## config.mk

```make
export PLATFORM = sky130hd
export DESIGN_NAME = fence_job_scheduler
export DESIGN_NICKNAME = d
export VERILOG_FILES = /design/src/rtl/fence_pkg.sv /design/src/rtl/rr_arbiter.sv /design/src/rtl/fence_job_scheduler.sv
export SDC_FILE = /design/constraint.sdc
export NUM_CORES = 1
export LEC_CHECK = 0
export BUFFER_PORTS_ARGS = -buffer_cell sky130_fd_sc_hd__buf_4
export CAP_MARGIN = 0
export CORE_MARGIN = 1.5
export CORE_UTILIZATION = 50
export DETAILED_ROUTE_END_ITERATION = 12
export HOLD_SLACK_MARGIN = 0.03
export PLACE_DENSITY = 0.91
export SKIP_LAST_GASP = 1
export SYNTH_ARGS = -nofsm -noshare
export SYNTH_HDL_FRONTEND = slang
export SYNTH_SLANG_ARGS = --single-unit
```

## constraint.sdc

```tcl
create_clock -name clk -period 4.1 [get_ports clk]
set_input_delay 0.615 -clock clk [delete_from_list [all_inputs] [get_ports clk]]
set_output_delay 0.615 -clock clk [all_outputs]
set_load 0.005 [all_outputs]
```

## src/rtl/fence_pkg.sv

```systemverilog
// Shared definitions for the fence-ordering job scheduler.
//   NPTS_DEF    : points per job (must match the engine's vector length)
//   COORD_W_DEF : coordinate width
//   state_t     : scheduler FSM encoding (S_IDLE .. S_RECOVER)
package fence_pkg;

    localparam int NPTS_DEF    = 6;
    localparam int COORD_W_DEF = 8;

    typedef enum logic [2:0] {
        S_IDLE    = 3'd0,
        S_LOAD    = 3'd1,
        S_WAIT    = 3'd2,
        S_DRAIN   = 3'd3,
        S_RECOVER = 3'd4
    } state_t;

endpackage

```

## src/rtl/rr_arbiter.sv

```systemverilog
// Round-robin request picker, purely combinational.
//   req   : pending requests, one bit per client
//   ptr   : highest-priority client index (search starts here and wraps)
//   gnt   : one-hot pick, all zero when no request
//   idx   : binary index of the pick (0 when no request)
//   found : at least one request present
module rr_arbiter #(
    parameter int NREQ = 4,
    parameter int IDW  = $clog2(NREQ)
) (
    input  logic [NREQ-1:0] req,
    input  logic [IDW-1:0]  ptr,
    output logic [NREQ-1:0] gnt,
    output logic [IDW-1:0]  idx,
    output logic            found
);

    logic [IDW-1:0] cand;

    // Walk clients ptr, ptr+1, ... (mod NREQ); the first hit wins.
    always_comb begin
        idx   = '0;
        found = 1'b0;
        cand  = '0;
        for (int k = 0; k < NREQ; k++) begin
            if (int'(ptr) + k >= NREQ) begin
                cand = IDW'(int'(ptr) + k - NREQ);
            end else begin
                cand = IDW'(int'(ptr) + k);
            end
            if (!found && req[cand]) begin
                found = 1'b1;
                idx   = cand;
            end
        end
    end

    for (genvar gi = 0; gi < NREQ; gi++) begin : g_gnt
        assign gnt[gi] = found && (idx == IDW'(gi));
    end

endmodule

```

## src/rtl/fence_job_scheduler.sv

```systemverilog
// Shares one fence-ordering engine among NREQ clients.
// A round-robin grant picks one client, its NPTS points are streamed into the
// engine, and the NPTS ordered results are forwarded tagged with the client id.
// A watchdog resets the engine if it never answers.
// Ports:
//   clk, reset                     : clock, synchronous active-high reset
//   req / pt_valid / pt_x / pt_y   : per-client job request and point stream
//   grant / pt_ready               : one-hot engine owner, per-client point accept
//   eng_reset / eng_give_valid /
//   eng_dataX / eng_dataY          : engine-side point interface
//   eng_ansX / eng_ansY /
//   eng_out_valid                  : engine result stream
//   res_valid / res_id / res_x /
//   res_y / res_last               : tagged result beats
//   busy / timeout_err             : status, watchdog expiry pulse
module fence_job_scheduler
    import fence_pkg::*;
#(
    parameter int NREQ    = 4,
    parameter int NPTS    = NPTS_DEF,
    parameter int COORD_W = COORD_W_DEF,
    parameter int TIMEOUT = 64,
    localparam int IDW    = $clog2(NREQ)
) (
    input  logic                    clk,
    input  logic                    reset,
    input  logic [NREQ-1:0]         req,
    input  logic [NREQ-1:0]         pt_valid,
    input  logic [NREQ*COORD_W-1:0] pt_x,
    input  logic [NREQ*COORD_W-1:0] pt_y,
    output logic [NREQ-1:0]         grant,
    output logic [NREQ-1:0]         pt_ready,
    output logic                    eng_reset,
    output logic                    eng_give_valid,
    output logic [COORD_W-1:0]      eng_dataX,
    output logic [COORD_W-1:0]      eng_dataY,
    input  logic [COORD_W-1:0]      eng_ansX,
    input  logic [COORD_W-1:0]      eng_ansY,
    input  logic                    eng_out_valid,
    output logic                    res_valid,
    output logic [IDW-1:0]          res_id,
    output logic [COORD_W-1:0]      res_x,
    output logic [COORD_W-1:0]      res_y,
    output logic                    res_last,
    output logic                    busy,
    output logic                    timeout_err
);

    localparam int CNT_W = $clog2(NPTS);
    localparam int WD_W  = $clog2(TIMEOUT);

    state_t               state_q, state_d;
    logic [NREQ-1:0]      grant_q, grant_d;
    logic [IDW-1:0]       g_idx_q, g_idx_d;
    logic [IDW-1:0]       rr_ptr_q, rr_ptr_d;
    logic [CNT_W-1:0]     pt_cnt_q, pt_cnt_d;
    logic [CNT_W-1:0]     res_cnt_q, res_cnt_d;
    logic [WD_W-1:0]      wd_cnt_q, wd_cnt_d;
    logic                 give_q, give_d;
    logic [COORD_W-1:0]   data_x_q, data_x_d, data_y_q, data_y_d;
    logic                 res_valid_q, res_valid_d;
    logic                 res_last_q, res_last_d;
    logic [IDW-1:0]       res_id_q, res_id_d;
    logic [COORD_W-1:0]   res_x_q, res_x_d, res_y_q, res_y_d;

    logic [NREQ-1:0]      arb_gnt;
    logic [IDW-1:0]       arb_idx;
    logic                 arb_found;
    logic                 accept;
    logic                 beat;
    logic [COORD_W-1:0]   sel_x, sel_y;

    rr_arbiter #(.NREQ(NREQ), .IDW(IDW)) u_arb (
        .req   (req),
        .ptr   (rr_ptr_q),
        .gnt   (arb_gnt),
        .idx   (arb_idx),
        .found (arb_found)
    );

    // Only the granted client can be accepted, and only while loading.
    for (genvar gi = 0; gi < NREQ; gi++) begin : g_ready
        assign pt_ready[gi] = !reset && (state_q == S_LOAD) && grant_q[gi] && pt_valid[gi];
    end

    assign accept = |pt_ready;
    assign sel_x  = pt_x[int'(g_idx_q)*COORD_W +: COORD_W];
    assign sel_y  = pt_y[int'(g_idx_q)*COORD_W +: COORD_W];

    always_comb begin
        state_d     = state_q;
        grant_d     = grant_q;
        g_idx_d     = g_idx_q;
        rr_ptr_d    = rr_ptr_q;
        pt_cnt_d    = pt_cnt_q;
        res_cnt_d   = res_cnt_q;
        wd_cnt_d    = wd_cnt_q;
        give_d      = 1'b0;
        data_x_d    = data_x_q;
        data_y_d    = data_y_q;
        res_valid_d = 1'b0;
        res_last_d  = 1'b0;
        res_id_d    = res_id_q;
        res_x_d     = res_x_q;
        res_y_d     = res_y_q;
        beat        = 1'b0;

        case (state_q)
            S_IDLE: begin
                if (arb_found) begin
                    state_d   = S_LOAD;
                    grant_d   = arb_gnt;
                    g_idx_d   = arb_idx;
                    rr_ptr_d  = (arb_idx == IDW'(NREQ - 1)) ? '0 : arb_idx + 1'b1;
                    pt_cnt_d  = '0;
                    res_cnt_d = '0;
                end
            end
            S_LOAD: begin
                if (accept) begin
                    give_d   = 1'b1;
                    data_x_d = sel_x;
                    data_y_d = sel_y;
                    if (pt_cnt_q == CNT_W'(NPTS - 1)) begin
                        pt_cnt_d = '0;
                        wd_cnt_d = '0;
                        state_d  = S_WAIT;
                    end else begin
                        pt_cnt_d = pt_cnt_q + 1'b1;
                    end
                end
            end
            S_WAIT: begin
                // A result arriving on the last watchdog cycle still counts.
                if (eng_out_valid) begin
                    beat      = 1'b1;
                    res_cnt_d = CNT_W'(1);
                    state_d   = S_DRAIN;
                end else if (wd_cnt_q == WD_W'(TIMEOUT - 1)) begin
                    state_d = S_RECOVER;
                    grant_d = '0;
                end else begin
                    wd_cnt_d = wd_cnt_q + 1'b1;
                end
            end
            S_DRAIN: begin
                if (eng_out_valid) begin
                    beat = 1'b1;
                    if (res_cnt_q == CNT_W'(NPTS - 1)) begin
                        res_last_d = 1'b1;
                        res_cnt_d  = '0;
                        grant_d    = '0;
                        state_d    = S_IDLE;
                    end else begin
                        res_cnt_d = res_cnt_q + 1'b1;
                    end
                end
            end
            S_RECOVER: begin
                state_d = S_IDLE;
            end
            default: begin
                state_d = S_IDLE;
                grant_d = '0;
            end
        endcase

        if (beat) begin
            res_valid_d = 1'b1;
            res_id_d    = g_idx_q;
            res_x_d     = eng_ansX;
            res_y_d     = eng_ansY;
        end
    end

    always_ff @(posedge clk) begin
        if (reset) begin
            state_q     <= S_IDLE;
            grant_q     <= '0;
            g_idx_q     <= '0;
            rr_ptr_q    <= '0;
            pt_cnt_q    <= '0;
            res_cnt_q   <= '0;
            wd_cnt_q    <= '0;
            give_q      <= 1'b0;
            data_x_q    <= '0;
            data_y_q    <= '0;
            res_valid_q <= 1'b0;
            res_last_q  <= 1'b0;
            res_id_q    <= '0;
            res_x_q     <= '0;
            res_y_q     <= '0;
        end else begin
            state_q     <= state_d;
            grant_q     <= grant_d;
            g_idx_q     <= g_idx_d;
            rr_ptr_q    <= rr_ptr_d;
            pt_cnt_q    <= pt_cnt_d;
            res_cnt_q   <= res_cnt_d;
            wd_cnt_q    <= wd_cnt_d;
            give_q      <= give_d;
            data_x_q    <= data_x_d;
            data_y_q    <= data_y_d;
            res_valid_q <= res_valid_d;
            res_last_q  <= res_last_d;
            res_id_q    <= res_id_d;
            res_x_q     <= res_x_d;
            res_y_q     <= res_y_d;
        end
    end

    assign grant          = grant_q;
    assign eng_give_valid = give_q;
    assign eng_dataX      = data_x_q;
    assign eng_dataY      = data_y_q;
    assign res_valid      = res_valid_q;
    assign res_last       = res_last_q;
    assign res_id         = res_id_q;
    assign res_x          = res_x_q;
    assign res_y          = res_y_q;
    assign busy           = (state_q != S_IDLE);
    // The engine is held in reset with the scheduler and pulsed on recovery.
    assign eng_reset      = reset || (state_q == S_RECOVER);
    assign timeout_err    = !reset && (state_q == S_RECOVER);

endmodule

```

Word level (Yosys, flattened, before mapping)
Cells that the tools add are included.
- word-level logic and storage cells: 153
- flip-flop bits (word level): 60
- bitwise logic cells: 4
- shifts and indexed selects: 2
- reduce and logical (&&, ||, !) cells: 40
- $add $sub $neg: 11
- eq/ne operators: 20
- multiplexer cells: 53
- order comparisons: 8
- operators with widths (kind ; count):
    $shiftx A32 B6 Y8 ; 2
    $mux W3 ; 13
    $mux W6 ; 4
    $mux W4 ; 5
    $mux W2 ; 9
    $logic_and A1 B1 Y1 ; 17
    $pmux W4 S4 ; 1
    $ne A2 B2 Y1 const B ; 7
    $mux W1 ; 13
    $lt A2 B3 Y1 const B ; 4
    $pmux W3 S4 ; 1
    $pmux W6 S2 ; 1
    $reduce_and A6 Y1 ; 2
    $eq A3 B3 Y1 const B ; 3
    $ge A3 B3 Y1 const B ; 3
    $pmux W3 S3 ; 1
    $bmux W1 S2 ; 4
    $sub A2 B1 Y2 const B ; 4
    $add A2 B2 Y3 const B ; 2
    $add A3 B1 Y3 const B ; 2
    $add A6 B1 Y6 const B ; 1
    $eq A3 B2 Y1 const B ; 2
    $eq A6 B6 Y1 const B ; 1
    $pmux W3 S2 ; 1
    22 further kinds ; 35

Longest topological paths before layout
- word-level depth: 18
- mapped depth: 9
- gate-level depth less buffers: 7

Modules after synthesis
Synthesis repeated with hierarchy kept, for this count alone.
- cells, all modules: 362
- area total of the unflattened synthesis: 3239.4 um^2
- by module, submodules not included (module ; cells each ; seq. area each (um^2) ; area each (um^2) ; instances):
    fence_job_scheduler ; 329 ; 1201.2 ; 3027.9 ; 1
    rr_arbiter ; 33 ; 0.0 ; 211.5 ; 1

Least setup slack after synthesis
No wires, ideal clock.
- kind: input -> output
- from: in reset
- to: out pt_ready[0]
- data required time: 3.485 ns
- data arrival time: 1.448 ns
- cell stages on the path: 4
- slack: 2.037 ns
- path buffers: 2
- cell sequence: buf_6 or4b_1 buf_2 nor2_1
- cells in the longest elaborated chain, start to end: 4
- ends and longest elaborated chain (what ; line ; RTL):
    start, declared ; fence_job_scheduler.sv:26 ; input logic reset,
    $logic_not A1 Y1 ; fence_job_scheduler.sv:83 ; assign pt_ready[gi] = !reset && (state_q == S_LOAD) && grant_q[gi] && pt_valid[gi];
    $logic_and A1 B1 Y1 (3 in a row) ; fence_job_scheduler.sv:83 ;
    end, declared ; fence_job_scheduler.sv:32 ; output logic [NREQ-1:0] pt_ready,
No other way between the ends.

Final worst setup path
- from: in reset
- to: out pt_ready[2]
The elaborated chain is that of the path after synthesis.

==> flow_metrics.env <==
export IMPL_status="finished, final reports clean"
export IMPL_grtUsageTotal=0.262
export IMPL_netlist_instances=335
export IMPL_synthTopCellsByArea="dfxtp_1 41%, mux4_2 12%, nand2_1 11%"
export IMPL_synth_cell_type_count=43
export IMPL_async_flop_share=0
export IMPL_syn_area_um2=2930
export IMPL_slew_viol_final=0
export IMPL_cts_tree="yes"
export IMPL_areaGrowthSynthToFinish_pct=41.5
export IMPL_synth_compound_area_share=0.165
export IMPL_path_max_fanout=54
export IMPL_total_leakage_power_nw=1.75
export IMPL_ys_flop_type="dfxtp_1"
export IMPL_pwr_share_seq=0.456
export IMPL_hold_viol_final=0
export IMPL_dp_hpwl_um=6000
export IMPL_critPathKind="input pin to output port"
export IMPL_final_util=0.743
export IMPL_start_kind="input pin"
export IMPL_core_um2=5570
export IMPL_min_period_ps=2480
export IMPL_gp_congestion=0.883
export IMPL_worst_hold_slack_ps=456
export IMPL_numCtsBuffers=9
export IMPL_drtAntennaViolNets=0
export IMPL_clkLatencyLatePin_ps=330
export IMPL_synth_top_family_by_area="simple AND/OR/NAND/NOR gates"
export IMPL_drtIter0Drc=130
export IMPL_clock_path_buffers=2
export IMPL_row_count=27
export IMPL_first_global_vias=2792
export IMPL_vias=2939
export IMPL_syn_nets=431
export IMPL_path_clk_slew_ps=70
export IMPL_synthMuxAreaShare=0.133
export IMPL_setup_viol=0
export IMPL_diodes=0
export IMPL_first_pass_iters=4
export IMPL_clkPwrFrac=0.382
export IMPL_die_w_um=79.5
export IMPL_cellInternalPower_w=0.00105
export IMPL_power_density_nw_per_um2=335
export IMPL_worstSetupStartpoint="reset"
export IMPL_synth_fa_ha_area_frac=0.0214
export IMPL_avgViaCountPerCell=5.46
export IMPL_wl_um=8180
export IMPL_setup_slack_ps=1620
export IMPL_yosysWarnings=0
export IMPL_clock_sinks=60
export IMPL_nNetsFinal=558
export IMPL_syn_avg_cell_area_um2=8.74
export IMPL_yosysSeqAreaShare=0.410
export IMPL_rsz0062_at_grt="no"
export IMPL_timing_fmax_mhz=404
export IMPL_combPwrFrac=0.163
export IMPL_start_util=0.525
export IMPL_grt_max_degree=55
export IMPL_worstHoldPathType="register to register"
export IMPL_slew_headroom=0.252
export IMPL_cap_violations=0
export IMPL_power_switching_w=0.000343
export IMPL_rrSetupSlack_ps=1860
export IMPL_grt_pass1_wl_um=12900
export IMPL_yosys_area_share_simple=0.206
export IMPL_clk_root_buffer_cell="clkbuf_8"
export IMPL_cts_resized=0
export IMPL_min_from="eng_dataX[6]"
export IMPL_worstMarginPinSlew_ps=1120
export IMPL_antenna_found_initial=0
export IMPL_htree_num_levels=3
export IMPL_post_place_ws_ps=1440
export IMPL_skew_ps=5.52
export IMPL_place_port_buffers=138
export IMPL_grt_overflow=0
export IMPL_peakVddDrop_uv=258
export IMPL_drive_gt1_frac=0.371
export IMPL_hold_buffers=0
export IMPL_synth_xor_area_frac=0.0150
export IMPL_dieArea_um2=6330
export IMPL_drc=0
export IMPL_die_height_um=79.5
export IMPL_sw_frac_of_total=0.247
export IMPL_worst_setup_path_end_kind="output port"
export IMPL_synth_top_cell_by_area="dfxtp_1"
export IMPL_post_cts_setup_buffer_count=0
export IMPL_min_period_over_period=0.604
export IMPL_tns_ps=0
export IMPL_rr_startpoint="state_q[1]"
export IMPL_synth_edf_count=0
export IMPL_arrival_ps=1860
export IMPL_ys_seq_elements=60
export IMPL_post_drt_wl_per_cell_um=15.2
export IMPL_required_ps=3480
export IMPL_synth_top_area_frac=0.410
export IMPL_ioPinCount=139
==> power by group through the flow <==
| stage | combinational [W] | clock, W | sequential [W] |
|---|---|---|---|
| floorplan | 0.000138 | 0 | 0.000623 |
| global route | 0.000245 | 0.000567 | 0.000637 |
| global placement | 0.000217 | 0 | 0.000645 |
| CTS | 0.000225 | 0.000539 | 0.000633 |
| detailed placement | 0.000223 | 0 | 0.000646 |
| finish | 0.000226 | 0.000531 | 0.000633 |
==> worst paths after layout <==
path / endpoint / cells past startpoint
max: pt_ready[2] / 4
min reg2reg: eng_dataX[6] / 2
max reg2reg: pt_cnt_q[1] / 5
min: eng_dataX[6] / 2
==> through the flow <==
step / area, um^2 / power, W / cells
after floorplan: 2930 / 0.000761 / 335
after global placement: 3940 / 0.000862 / 523
after detailed placement: 3940 / 0.000869 / 523
after CTS: 4140 / 0.00140 / 538
after global routing: 4140 / 0.00145 / 538
final: 4140 / 0.00139 / 538
==> logic make-up after synthesis <==
| family | Yosys count |
|---|---|
| AOI/OAI and AO/OA | 78 |
| xor gates and xnor gates | 5 |
| adders and majority gates | 5 |
| buffers and inverters | 31 |
| DFF | 60 |
| muxes | 19 |
| and+or+nand+nor | 137 |
==> cell usage after synthesis (2+ instances only) <==
library cell and count:
o21ai_0 2, nand3_1 4, mux2i_1 3, nor3_1 6, xor2_1 4, ha_1 5
and3_1 5, a211oi_1 2, buf_2 5, a21oi_1 48, nor2_1 20, o211ai_1 4
buf_6 3, dfxtp_1 60, nand2_1 84, o31ai_1 5, a22o_1 6, buf_1 2
mux4_2 16, inv_1 8, nand2b_1 6, clkbuf_1 12, nor4_1 3, o21a_1 2
o22ai_1 2
==> critical path, stage by stage <==
cell    delay, ps
buf_4         270
or4b_1        680
nor2_1        160
buf_4         120
==> sequential cells by signal, indices dropped and copies added, names as in the netlist <==
name / count
eng_dataX: 8
eng_dataY: 8
eng_give_valid: 1
g_idx_q: 2
grant: 4
pt_cnt_q: 3
res_cnt_q: 3
res_id: 2
res_last: 1
res_valid: 1
res_x: 8
res_y: 8
rr_ptr_q: 2
state_q: 3
wd_cnt_q: 6
==> cell type report <==
class | count | area [um^2]
inverter | 9 | 33.8
multi-input combinational | 244 | 1580
timing repair buffer | 138 | 1040
clock buffer | 11 | 151
clock inverter | 4 | 48.8
sequential | 60 | 1200
fill | 402 | 1430
tap | 72 | 90.1
==> placed cells by master, fill, tap and decap left out, types with 2 or more instances in the layout <==
cell      netlist  routed
nand2b_1        6       6
nand3_1         4       4
xor2_1          4       4
a21oi_1        48      48
o211ai_1        4       4
buf_4           0     138
and3_1          5       5
nor4_1          3       3
clkbuf_8        0      11
clkinv_2        0       2
mux2i_1         3       3
inv_1           8       8
o31ai_1         5       5
ha_1            5       5
mux4_2         16      16
o22ai_1         2       2
dfxtp_1        60      60
nor2_1         20      20
o21ai_0         2       2
a22o_1          6       6
nor3_1          6       6
nand2_1        84      84
a211oi_1        2       2
o21a_1          2       2
==> routing by layer <==
| metal | GRT usage | vias up | part of all wire |
|---|---|---|---|
| met1 | 0.287 | 1372 | 0.39 |
| met5 | 0 | - | 0 |
| met3 | 0.0834 | 15 | 0.081 |
| met4 | 0.0789 | 0 | 0.021 |
| met2 | 0.477 | 120 | 0.51 |
| li1 | - | 1432 | - |
Power figures use the tool's default switching activity.
